--- src/rtl/axi_req_arbiter.sv ---
// Bridges the AXI4-Lite request/response FIFOs to the register file and the TX/RX data FIFOs.
// Writes and reads are round-robin arbitrated; exactly one access is in flight at any time.
module axi_req_arbiter (
    input  logic        clk_i,
    input  logic        reset_n_i,
    input  logic        wr_req_empty_i,
    input  logic [1:0]  wr_req_data_i,
    output logic        wr_req_pull_o,
    input  logic        wr_data_empty_i,
    input  logic [35:0] wr_data_data_i,
    output logic        wr_data_pull_o,
    input  logic        wr_resp_full_i,
    output logic [1:0]  wr_resp_data_o,
    output logic        wr_resp_push_o,
    input  logic        rd_req_empty_i,
    input  logic [1:0]  rd_req_data_i,
    output logic        rd_req_pull_o,
    input  logic        rd_resp_full_i,
    output logic [33:0] rd_resp_data_o,
    output logic        rd_resp_push_o,
    input  logic [31:0] reg_control_i,
    input  logic [31:0] reg_trans_ctrl_i,
    input  logic [31:0] reg_status_i,
    input  logic        spi_busy_i,
    output logic [31:0] reg_data_o,
    output logic [1:0]  reg_sel_o,
    output logic        reg_load_o,
    input  logic        tx_full_i,
    output logic [31:0] tx_data_o,
    output logic        tx_push_o,
    input  logic        rx_empty_i,
    input  logic [31:0] rx_data_i,
    output logic        rx_pull_o
);

    localparam logic [1:0] RESP_OKAY   = 2'b00;
    localparam logic [1:0] RESP_SLVERR = 2'b10;
    localparam logic [1:0] SEL_CONTROL = 2'd0;
    localparam logic [1:0] SEL_TRANS   = 2'd1;
    localparam logic [1:0] SEL_STATUS  = 2'd2;
    localparam logic [1:0] SEL_DATA    = 2'd3;

    typedef enum logic [2:0] {IDLE, WR_EXEC, WR_RESP, RD_EXEC, RD_RESP} state_t;

    state_t      state;
    state_t      next_state;
    logic        last_grant_wr;
    logic [1:0]  rst_sync;
    logic        run;
    logic        wr_ok;
    logic        rd_ok;
    logic        grant_wr;
    logic        grant_rd;
    logic [1:0]  sel;
    logic [31:0] wdata;
    logic [3:0]  strb;
    logic [1:0]  resp;
    logic [31:0] rd_value;
    logic [31:0] cur_reg;
    logic [31:0] merged;
    logic        wr_load;
    logic        wr_tx;
    logic [1:0]  wr_resp_calc;
    logic [31:0] rd_data_calc;
    logic [1:0]  rd_resp_calc;
    logic        rd_rx;

    // Reset asserts asynchronously but releases only after two clean edges, so no grant
    // (and hence no pull pulse) can appear while reset is active or just released.
    always_ff @(posedge clk_i or negedge reset_n_i) begin
        if (!reset_n_i) begin
            rst_sync <= 2'b00;
        end else begin
            rst_sync <= {rst_sync[0], 1'b1};
        end
    end

    assign run      = rst_sync[1];
    assign wr_ok    = !wr_req_empty_i && !wr_data_empty_i && !wr_resp_full_i;
    assign rd_ok    = !rd_req_empty_i && !rd_resp_full_i;
    assign grant_wr = run && (state == IDLE) && wr_ok && (!rd_ok || !last_grant_wr);
    assign grant_rd = run && (state == IDLE) && rd_ok && (!wr_ok || last_grant_wr);

    always_ff @(posedge clk_i or negedge reset_n_i) begin
        if (!reset_n_i) begin
            state <= IDLE;
        end else begin
            state <= next_state;
        end
    end

    always_comb begin
        next_state = state;
        case (state)
            IDLE: begin
                if (grant_wr) begin
                    next_state = WR_EXEC;
                end else if (grant_rd) begin
                    next_state = RD_EXEC;
                end
            end
            WR_EXEC: next_state = WR_RESP;
            WR_RESP: next_state = IDLE;
            RD_EXEC: next_state = RD_RESP;
            RD_RESP: next_state = IDLE;
            default: next_state = IDLE;
        endcase
    end

    // Write decode: register writes need an idle SPI engine; DATA writes ignore strobes.
    always_comb begin
        cur_reg      = (sel == SEL_TRANS) ? reg_trans_ctrl_i : reg_control_i;
        merged       = cur_reg;
        for (int i = 0; i < 4; i++) begin
            if (strb[i]) begin
                merged[8*i +: 8] = wdata[8*i +: 8];
            end
        end
        wr_load      = 1'b0;
        wr_tx        = 1'b0;
        wr_resp_calc = RESP_SLVERR;
        case (sel)
            SEL_CONTROL, SEL_TRANS: begin
                if (!spi_busy_i) begin
                    wr_resp_calc = RESP_OKAY;
                    wr_load      = |strb;
                end
            end
            SEL_DATA: begin
                if (!tx_full_i) begin
                    wr_tx        = 1'b1;
                    wr_resp_calc = RESP_OKAY;
                end
            end
            default: wr_resp_calc = RESP_SLVERR;
        endcase
    end

    always_comb begin
        rd_data_calc = 32'd0;
        rd_resp_calc = RESP_OKAY;
        rd_rx        = 1'b0;
        case (sel)
            SEL_CONTROL: rd_data_calc = reg_control_i;
            SEL_TRANS:   rd_data_calc = reg_trans_ctrl_i;
            SEL_STATUS:  rd_data_calc = reg_status_i;
            default: begin
                if (!rx_empty_i) begin
                    rd_data_calc = rx_data_i;
                    rd_rx        = 1'b1;
                end else begin
                    rd_resp_calc = RESP_SLVERR;
                end
            end
        endcase
    end

    // Request fields are latched at grant; the result is latched in the execute cycle.
    always_ff @(posedge clk_i or negedge reset_n_i) begin
        if (!reset_n_i) begin
            last_grant_wr <= 1'b0;
            sel           <= 2'd0;
            wdata         <= 32'd0;
            strb          <= 4'd0;
            resp          <= RESP_OKAY;
            rd_value      <= 32'd0;
        end else begin
            if (grant_wr) begin
                last_grant_wr <= 1'b1;
                sel           <= wr_req_data_i;
                wdata         <= wr_data_data_i[31:0];
                strb          <= wr_data_data_i[35:32];
            end else if (grant_rd) begin
                last_grant_wr <= 1'b0;
                sel           <= rd_req_data_i;
            end
            if (state == WR_EXEC) begin
                resp <= wr_resp_calc;
            end else if (state == RD_EXEC) begin
                resp     <= rd_resp_calc;
                rd_value <= rd_data_calc;
            end
        end
    end

    always_comb begin
        wr_req_pull_o  = 1'b0;
        wr_data_pull_o = 1'b0;
        rd_req_pull_o  = 1'b0;
        wr_resp_push_o = 1'b0;
        wr_resp_data_o = 2'b00;
        rd_resp_push_o = 1'b0;
        rd_resp_data_o = 34'd0;
        reg_load_o     = 1'b0;
        reg_sel_o      = 2'd0;
        reg_data_o     = 32'd0;
        tx_push_o      = 1'b0;
        tx_data_o      = 32'd0;
        rx_pull_o      = 1'b0;
        case (state)
            IDLE: begin
                wr_req_pull_o  = grant_wr;
                wr_data_pull_o = grant_wr;
                rd_req_pull_o  = grant_rd;
            end
            WR_EXEC: begin
                if (wr_load) begin
                    reg_load_o = 1'b1;
                    reg_sel_o  = sel;
                    reg_data_o = merged;
                end
                if (wr_tx) begin
                    tx_push_o = 1'b1;
                    tx_data_o = wdata;
                end
            end
            WR_RESP: begin
                wr_resp_push_o = 1'b1;
                wr_resp_data_o = resp;
            end
            RD_EXEC: rx_pull_o = rd_rx;
            RD_RESP: begin
                rd_resp_push_o = 1'b1;
                rd_resp_data_o = {resp, rd_value};
            end
            default: ;
        endcase
    end

endmodule

--- config.mk ---
export PLATFORM = sky130hd
export DESIGN_NAME = axi_req_arbiter
export DESIGN_NICKNAME = d
export VERILOG_FILES = /design/src/rtl/axi_req_arbiter.sv
export SDC_FILE = /design/constraint.sdc
export NUM_CORES = 1
export LEC_CHECK = 0
export ABC_CLOCK_PERIOD_IN_PS = 5350
export CORE_MARGIN = 2
export CORE_UTILIZATION = 35
export DETAILED_ROUTE_END_ITERATION = 12
export PLACE_DENSITY = 0.73
export SLEW_MARGIN = 20
export SYNTH_ARGS = -nofsm -noshare
export SYNTH_HDL_FRONTEND = slang
export SYNTH_SLANG_ARGS = --single-unit
--- constraint.sdc ---
create_clock -name clk_i -period 5.35 [get_ports clk_i]
set_clock_uncertainty 0.15 [all_clocks]
set_input_delay 0.535 -clock clk_i [delete_from_list [all_inputs] [get_ports clk_i]]
set_output_delay 0.535 -clock clk_i [all_outputs]
set_load 0.05 [all_outputs]
== Yosys cells after proc, flatten, opt, wreduce, memory -nomap -nowiden ==
Cells that the tools add are included.

* Input port bits: 178
* Word-level logic and storage cells: 87
* Output and inout port bits: 110
* Flip-flop bits (word level): 78

* Equal/unequal tests: 8
* Mux-type cells: 44
* Reduce and logical (&&, ||, !) cells: 26
* Bitwise logic cells: 1

{| class="wikitable"
|+ Operators by type and width
! kind !! number
|-
| $mux W32 || 6
|-
| $pmux W32 S3 || 1
|-
| $mux W34 || 1
|-
| $mux W8 || 4
|-
| $mux W2 || 11
|-
| $mux W1 || 17
|-
| $pmux W3 S3 || 1
|-
| $logic_and A1 B1 Y1 || 8
|-
| $logic_not A1 Y1 || 8
|-
| $eq A3 B2 Y1 const B || 2
|-
| $mux W3 || 2
|-
| $eq A2 B2 Y1 const B || 2
|-
| $pmux W2 S2 || 1
|-
| $reduce_bool A2 Y1 || 2
|-
| $reduce_or A4 Y1 || 1
|-
| $eq A3 B1 Y1 const B || 1
|-
| $eq A3 B3 Y1 const B || 1
|-
| $logic_not A3 Y1 || 1
|-
| $ne A3 B3 Y1 const B || 1
|-
| $reduce_or A3 Y1 || 1
|-
| $eq A2 B1 Y1 const B || 1
|-
| $logic_not A2 Y1 || 1
|-
| $logic_or A1 B1 Y1 || 2
|-
| $reduce_and A2 Y1 || 1
|-
| 2 further kinds || 2
|}

== Depth between registers and ports, before layout ==
Gate-level depths: netlist of run 1.

* Word-level depth: 9
* Depth in mapped cells: 6
* Gate-level depth less buffers: 3

== Least setup slack after synthesis of run 1 ==
OpenSTA, ideal clock, no wires.

* Path type: register -> output
* Start: register sel[1]
* End: output rx_pull_o
* Stages on the path, launching flop included: 6
* Path slack: 1923 ps
* Arrival: 2742 ps
* Buffers on the path: 3
* Cells stage by stage: dfrtp_1 clkbuf_1 inv_1 clkbuf_1 clkbuf_1 nor4_1

* Word-level cells in the longest chain between the ends: 4
* Elaborated cells on any way between the ends: 6
* Classes of those cells: 2 x eq/ne; 2 x mux; 2 x reduce/logical

{| class="wikitable"
|+ RTL lines
! what !! RTL line !! RTL
|-
| start, declared || 54 || <nowiki>logic [1:0] sel;</nowiki>
|-
| start signal, assigned || 170 || <nowiki>sel <= wr_req_data_i;</nowiki>
|-
| start signal, assigned || 175 || <nowiki>sel <= rd_req_data_i;</nowiki>
|-
| $eq A2 B1 Y1, or another cell as far along || 143 || <nowiki>case (sel)</nowiki>
|-
| $reduce_or A3 Y1 (no source line) * || -- ||
|-
| $mux W1 * || 143 ||
|-
| $mux W1 * || 200 || <nowiki>case (state)</nowiki>
|-
| end, declared || 33 || <nowiki>output logic rx_pull_o</nowiki>
|}

Every way passes the cells marked *; elsewhere a longest branch is shown, timed or not.

== Worst setup path after layout of run 1 ==
* Start: register sel[1]
* End: output reg_data_o[1]

* Word-level cells in the longest chain between the ends: 5
* Elaborated cells on any way between the ends: 8
* Classes of those cells: 1 x eq/ne; 5 x mux; 2 x reduce/logical

{| class="wikitable"
|+ RTL lines
! what !! RTL line !! RTL
|-
| $eq A2 B1 Y1 / $logic_not A2 Y1 (equally long branches) || 112, 122 ||
|-
| $mux W32 / $reduce_or A2 Y1 (equally long branches) || 112, 122 ||
|-
| $mux W8 / $mux W1 (equally long branches) || 115, 122 ||
|-
| $mux W32 * || 207 || <nowiki>if (wr_load) begin</nowiki>
|-
| $mux W32 * || 200 ||
|-
| end, declared || 25 || <nowiki>output logic [31:0] reg_data_o,</nowiki>
|}

Marks and branches as above.

==> metrics.txt, run 1 <==
status=finished, final reports clean; Overall Global Routing Usage=0.250; flops & latches, synth=77; largest net degree at the start of global routing=78; Yosys cell types=38; clock tree from TritonCTS=built; EDFF count, synth=0; num ports=288; top_reg_cell synth=dfrtp_1; nets@finish=961; Initial DRC Count=277; crit-path cells=buf_4 > nor2b_4 > mux2_1 > o211a_1 > clkdlybuf4s50_1; reg2reg start=state[1]; Avg WL per Cell=21.0 um; Worst Tran Pin Value=between 900 and 1000 ps; Die W=127 um; hold bufs inserted after CTS=0; CTS sink cnt=slightly below 80; Syn Area/Cell=10.0 sq um; CP required=~4700 ps; Critical Path AT=3340 ps; PD cells=308 nW/um^2; Layout area overhead=59.7%; final setup violation count=0; Fin. Hold Viols=0; CP endpoint kind=output pin; CP max FO=54; final HPWL from detailed placement=roughly 15 mm; Slowest cell on crit path=nor2b_4; peak supply drop=0.178 mV; root buffer cell=clkbuf_16; FMAX=~250 MHz; count leader, synth=and2_1; clock latency at the later pin of the worst-skew pair=340 ps; RSZ-0062 raised after global routing=false; TritonCTS Buffers=9; setup repair bufs after CTS=0; Initial Util=0.353; Max-slew headroom=0.346; final WL=approximately 21 mm; top cells by count, synth=81 x and2_1, 77 x dfrtp_1, 56 x mux2_2, 36 x clkbuf_1, 34 x o31ai_1; FF-to-FF End=wdata[15]; cell accounting for the most synthesized area=dfrtp_1; Reg2Reg Depth=4; Pleak=3.68 nW; initial antenna violation count=0; Max-Cap Viols=0; routed vias/inst=5.39; crit-path leading delay family=buffers and inverters; Final period util=0.753; Ys Warns=0; Total Power=2.61 mW; top area cells in the synthesized netlist=dfrtp_1 36%, mux2_2 12%, and2_1 9.5%, o211a_1 6.0%, a221oi_1 5.3%; die height=127 um; Final min period=around 4000 ps; Residual DRC=0; global-route wire length before repair=30.8 mm; setup TNS=0 ps; CTS resizes=0; vias in the first global route=5337; Crit Path Category=reg -> out; CORE AREA=15000 sq um; Die Footprint=16200 sq um; Post-Syn Instances=531; CTS H-tree lvls=3; Max stage delay on crit path=~830 ps; buffers added on ports=284; fraction of layout instances using a drive strength above 1=0.157; ANT cells=0; sequential cell area fraction in the yosys report=0.363; Pre-Repair DR Iteration Count=5; filler instances=1346; Longest Clk Path Bufs=2; Clock transition at path regs=roughly 60 ps; WP buf/inv=2; Placer Congestion=about 0.99; flop-to-flop setup slack=2810 ps; Synth Cell Area=5310 sq um; row count=45; CP startpoint kind=flop; Routed Antenna Nets=0; Final Max Slew Viols=0; Post-synth ARST share=1.00; HP Class=in -> async; Remaining Overflow, GRT=0; top cell type's share of synthesized area=0.363; total vias in the final route=5265; fin util=0.564
worst register-to-register path: cells and delay by family (launching register included):
family	cells	cell delay (ps)
buffers and inverters	1	510
multiplexers	1	420
AND/OR/NAND/NOR	1	630
AO/OA/AOI/OAI	1	240
flip-flops	1	470
how the worst max path moves through the flow:
stage                      to  depth (start not counted)  slack, ps   start
2_1_floorplan       rx_pull_o                          5       1920  sel[1]
3_3_place_gp    reg_data_o[0]                          5       1700  sel[1]
3_5_place_dp   reg_data_o[10]                          5       1660  sel[1]
4_1_cts         reg_data_o[1]                          5       1290  sel[1]
5_1_grt        reg_data_o[10]                          5       1160  sel[1]
6_report        reg_data_o[1]                          5       1320  sel[1]
flip-flops by register name (all words and copies together) (netlist names):
name / count
rd_value: 32
wdata: 32
strb: 4
state: 3
rst_sync: 2
sel: 2
last_grant_wr: 1
resp: 1
layer usage:
layer  vias up  GRT usage  routed length [um]
met2       207      0.410               10000
li1       2447          -                   -
met5         -          0                   0
met3        36     0.0586                1280
met1      2575      0.330                8750
met4         0     0.0724                 478
logic make-up (layout without fill, tap and decap cells):
| family | count (synthesis) | after routing | share of synthesized area |
|---|---|---|---|
| simple gates | 182 | 182 | 0.205 |
| flops | 77 | 77 | 0.363 |
| buf+inv | 64 | 319 | 0.0563 |
| other cells | 2 | 4 | 0.00141 |
| compound gates | 138 | 138 | 0.225 |
| mux | 68 | 68 | 0.149 |
cell type report:
cell class / instances / area [sq um] / share of cell area
Multi-Input combinational cell: 392 / 3110 / 0.367
Timing Repair Buffer: 294 / 2860 / 0.337
Sequential cell: 77 / 1930 / 0.227
Clock buffer: 10 / 239 / 0.0282
Tap cell: 188 / 235 / 0.0277
Clock inverter: 6 / 68.8 / 0.00811
Inverter: 9 / 33.8 / 0.00398
power by group:
group	total [mW]	switching [mW]	internal, mW
clock	0.637	0.258	0.378
sequential	0.978	0.177	0.801
combinational	0.998	0.516	0.482
total	2.61	0.952	1.66
cells in the final DEF (no fill, tap or decap), drive strengths merged, types with 21 or more instances in the layout:
cell type / synthesis / final
a211oi: 33 / 33
a221oi: 32 / 32
and2: 81 / 81
buf: 19 / 34
clkdlybuf4s50: 0 / 260
dfrtp: 77 / 77
mux2: 68 / 68
nand2: 33 / 33
nand2b: 33 / 33
nor2b: 21 / 21
o211a: 32 / 32
o31ai: 34 / 34
stage by stage:
step	std cells	cell area [sq um]	setup slack, ps	hold WS [ps]
floorplan	533	5320	1920	89.4
global placement	960	8170	1700	183
detailed placement	960	8170	1660	193
CTS	976	8480	1290	211
global route	976	8480	1160	150
finish	976	8480	1320	80.1
Note: power is estimated with default switching activity, not from simulation.
==> run 2, diff against run 1 <==
--- a/config.mk
+++ b/config.mk
@@ -5,7 +5,7 @@
 export SDC_FILE = /design/constraint.sdc
 export NUM_CORES = 1
 export LEC_CHECK = 0
-export ABC_CLOCK_PERIOD_IN_PS = 5350
+export ABC_CLOCK_PERIOD_IN_PS = 3920
 export CORE_MARGIN = 2
 export CORE_UTILIZATION = 35
 export DETAILED_ROUTE_END_ITERATION = 12
==> constraint.sdc (replaced) <==
create_clock -name clk_i -period 3.92 [get_ports clk_i]
set_clock_uncertainty 0.15 [all_clocks]
set_input_delay 0.392 -clock clk_i [delete_from_list [all_inputs] [get_ports clk_i]]
set_output_delay 0.392 -clock clk_i [all_outputs]
set_load 0.05 [all_outputs]
==> metrics.txt, run 2 (synthesis gave the netlist of run 1 again) <==
routed vias/inst=5.43 (+0.66%); CTS resizes=0 (unchanged); root buffer cell=clkbuf_16; total vias in the final route=5316 (+0.97%); clock share of power=0.254 (+0.010); CTS H-tree lvls=3 (unchanged); ANT cells=0 (unchanged); Die W=127 um (unchanged); Int Pwr=2.35 mW (+42%); final WL=20.8 mm (+1.1%); largest net degree at the start of global routing=78 (unchanged); post-layout instance area=8840 sq um (+4.3%); most frequent cells in the layout=215 x clkdlybuf4s50_1, 81 x and2_1, 76 x dfrtp_1, 56 x mux2_2, 46 x buf_4; initial antenna violation count=0 (unchanged); WHS=201 ps (+121 ps); Longest Clk Path Bufs=2 (unchanged); Max-Cap Viols=0 (unchanged); Avg WL per Cell=21.2 um (+0.79%); hold bufs inserted after CTS=0 (unchanged); global-route wire length before repair=31.0 mm (+0.74%); Worst Tran Pin Value=744 ps (-236 ps); filler instances=1287 (-4.4%); vias in the first global route=5346 (+0.17%); Pre-Repair DR Iteration Count=5 (unchanged); Fin. Hold Viols=0 (unchanged); Residual DRC=0 (unchanged); CTS sink cnt=77 (unchanged); final HPWL from detailed placement=15.6 mm (+1.7%); Final Max Slew Viols=0 (unchanged); HP Class=reg -> reg; CP max FO=9 (-83%); Routed Antenna Nets=0 (unchanged); top flop regs=rd_value (32), wdata (32), strb (4); final setup violation count=0 (unchanged); Layout area overhead=66.6%; CP endpoint kind=output pin; DP Area=8500 sq um (+4.0%); Max-slew headroom=0.501 (+0.155); Initial DRC Count=321 (+16%); clock tree from TritonCTS=built; setup repair bufs after CTS=0 (unchanged); fin util=0.588 (+0.0241); Clock transition at path regs=60 ps (about the same); num ports=288 (unchanged); buffers added on ports=284 (unchanged); FMAX=about 300 MHz; die height=127 um (unchanged); Critical Path AT=2770 ps (-570 ps); Crit Path Category=reg -> out; TritonCTS Buffers=9 (unchanged); PD cells=415 nW/um^2 (+35%); CORE AREA=15000 sq um (unchanged); Final period util=0.844; clock latency at the later pin of the worst-skew pair=350 ps (about the same); CP required=3380 ps (-1280 ps); row count=45 (unchanged); setup TNS=0 ps (unchanged); Overall Global Routing Usage=0.251 (+0.00136); Die Footprint=16200 sq um (unchanged); switch share=0.359 (-0.00557); status=finished, final reports clean; combinational group share of total power=0.382 (about the same); fraction of layout instances using a drive strength above 1=0.216 (+0.0588); Final min period=3310 ps; Placer Congestion=0.979 (-1.0%); Initial Util=0.353 (unchanged); Pleak=3.89 nW (+5.6%); Remaining Overflow, GRT=0 (unchanged); peak supply drop=0.302 mV (+69%); NetSw=1.32 mW (+38%); commonest non-fill, non-tap cell in the layout=clkdlybuf4s50_1; CP startpoint kind=flop; Flop pwr share=0.364 (-0.010); RSZ-0062 raised after global routing=false; nets@finish=964 (+0.31%)
-- run 2: routing by layer --
metal	routed length, um	up-vias	part of all wire	GRT usage
li1	-	2451	-	-
met3	1200	34	0.058	0.0574
met2	10000	203	0.48	0.403
met1	9000	2628	0.43	0.340
met5	0	-	0	0
met4	542	0	0.026	0.0750
-- run 2: path summary, 6_finish.rpt --
| path | startpoint | endpoint | slack (ps) | depth (start not counted) |
|---|---|---|---|---|
| max in group asynchronous | reset_n_i | sel[1] | 2580 | 2 |
| hold / removal | rst_sync[0] | rst_sync[1] | 200 | 0 |
| hold reg to reg | rst_sync[0] | rst_sync[1] | 200 | 0 |
| setup reg to reg | state[1] | wdata[5] | 1360 | 4 |
| min in group asynchronous | reset_n_i | wdata[26] | 510 | 2 |
| setup / recovery | state[1] | rd_req_pull_o | 610 | 3 |
-- run 2: critical path, stage by stage, from the launching register on --
cell and delay [ps]:
dfrtp_1 470, or4b_4 640, a2111oi_4 430, clkdlybuf4s50_1 880
-- run 2: layout make-up --
cell class / instances / area [sq um] / area share
timing repair buffer: 297 / 3200 / 0.362
multi-input combinational: 392 / 3110 / 0.352
clock buffer: 10 / 239 / 0.0270
tap: 188 / 235 / 0.0266
sequential: 77 / 1930 / 0.218
inverter: 9 / 33.8 / 0.00382
clock inverter: 6 / 93.8 / 0.0106
-- run 2: per-stage QoR --
stage | worst slack [ps] | instances | power [mW]
after floorplan | 636 | 533 | 2.16
after global placement | 976 | 962 | 2.70
after detailed placement | 954 | 962 | 2.75
after CTS | 604 | 978 | 3.70
after global routing | 472 | 979 | 3.89
final | 612 | 979 | 3.67
-- run 2: power groups by stage --
stage                     logic (mW)  clock network [mW]  registers [mW]
after floorplan                0.936                   0            1.23
after global placement          1.38                   0            1.33
after detailed placement        1.40                   0            1.35
after CTS                       1.41               0.957            1.33
after global routing            1.52               0.987            1.38
final                           1.40               0.933            1.33
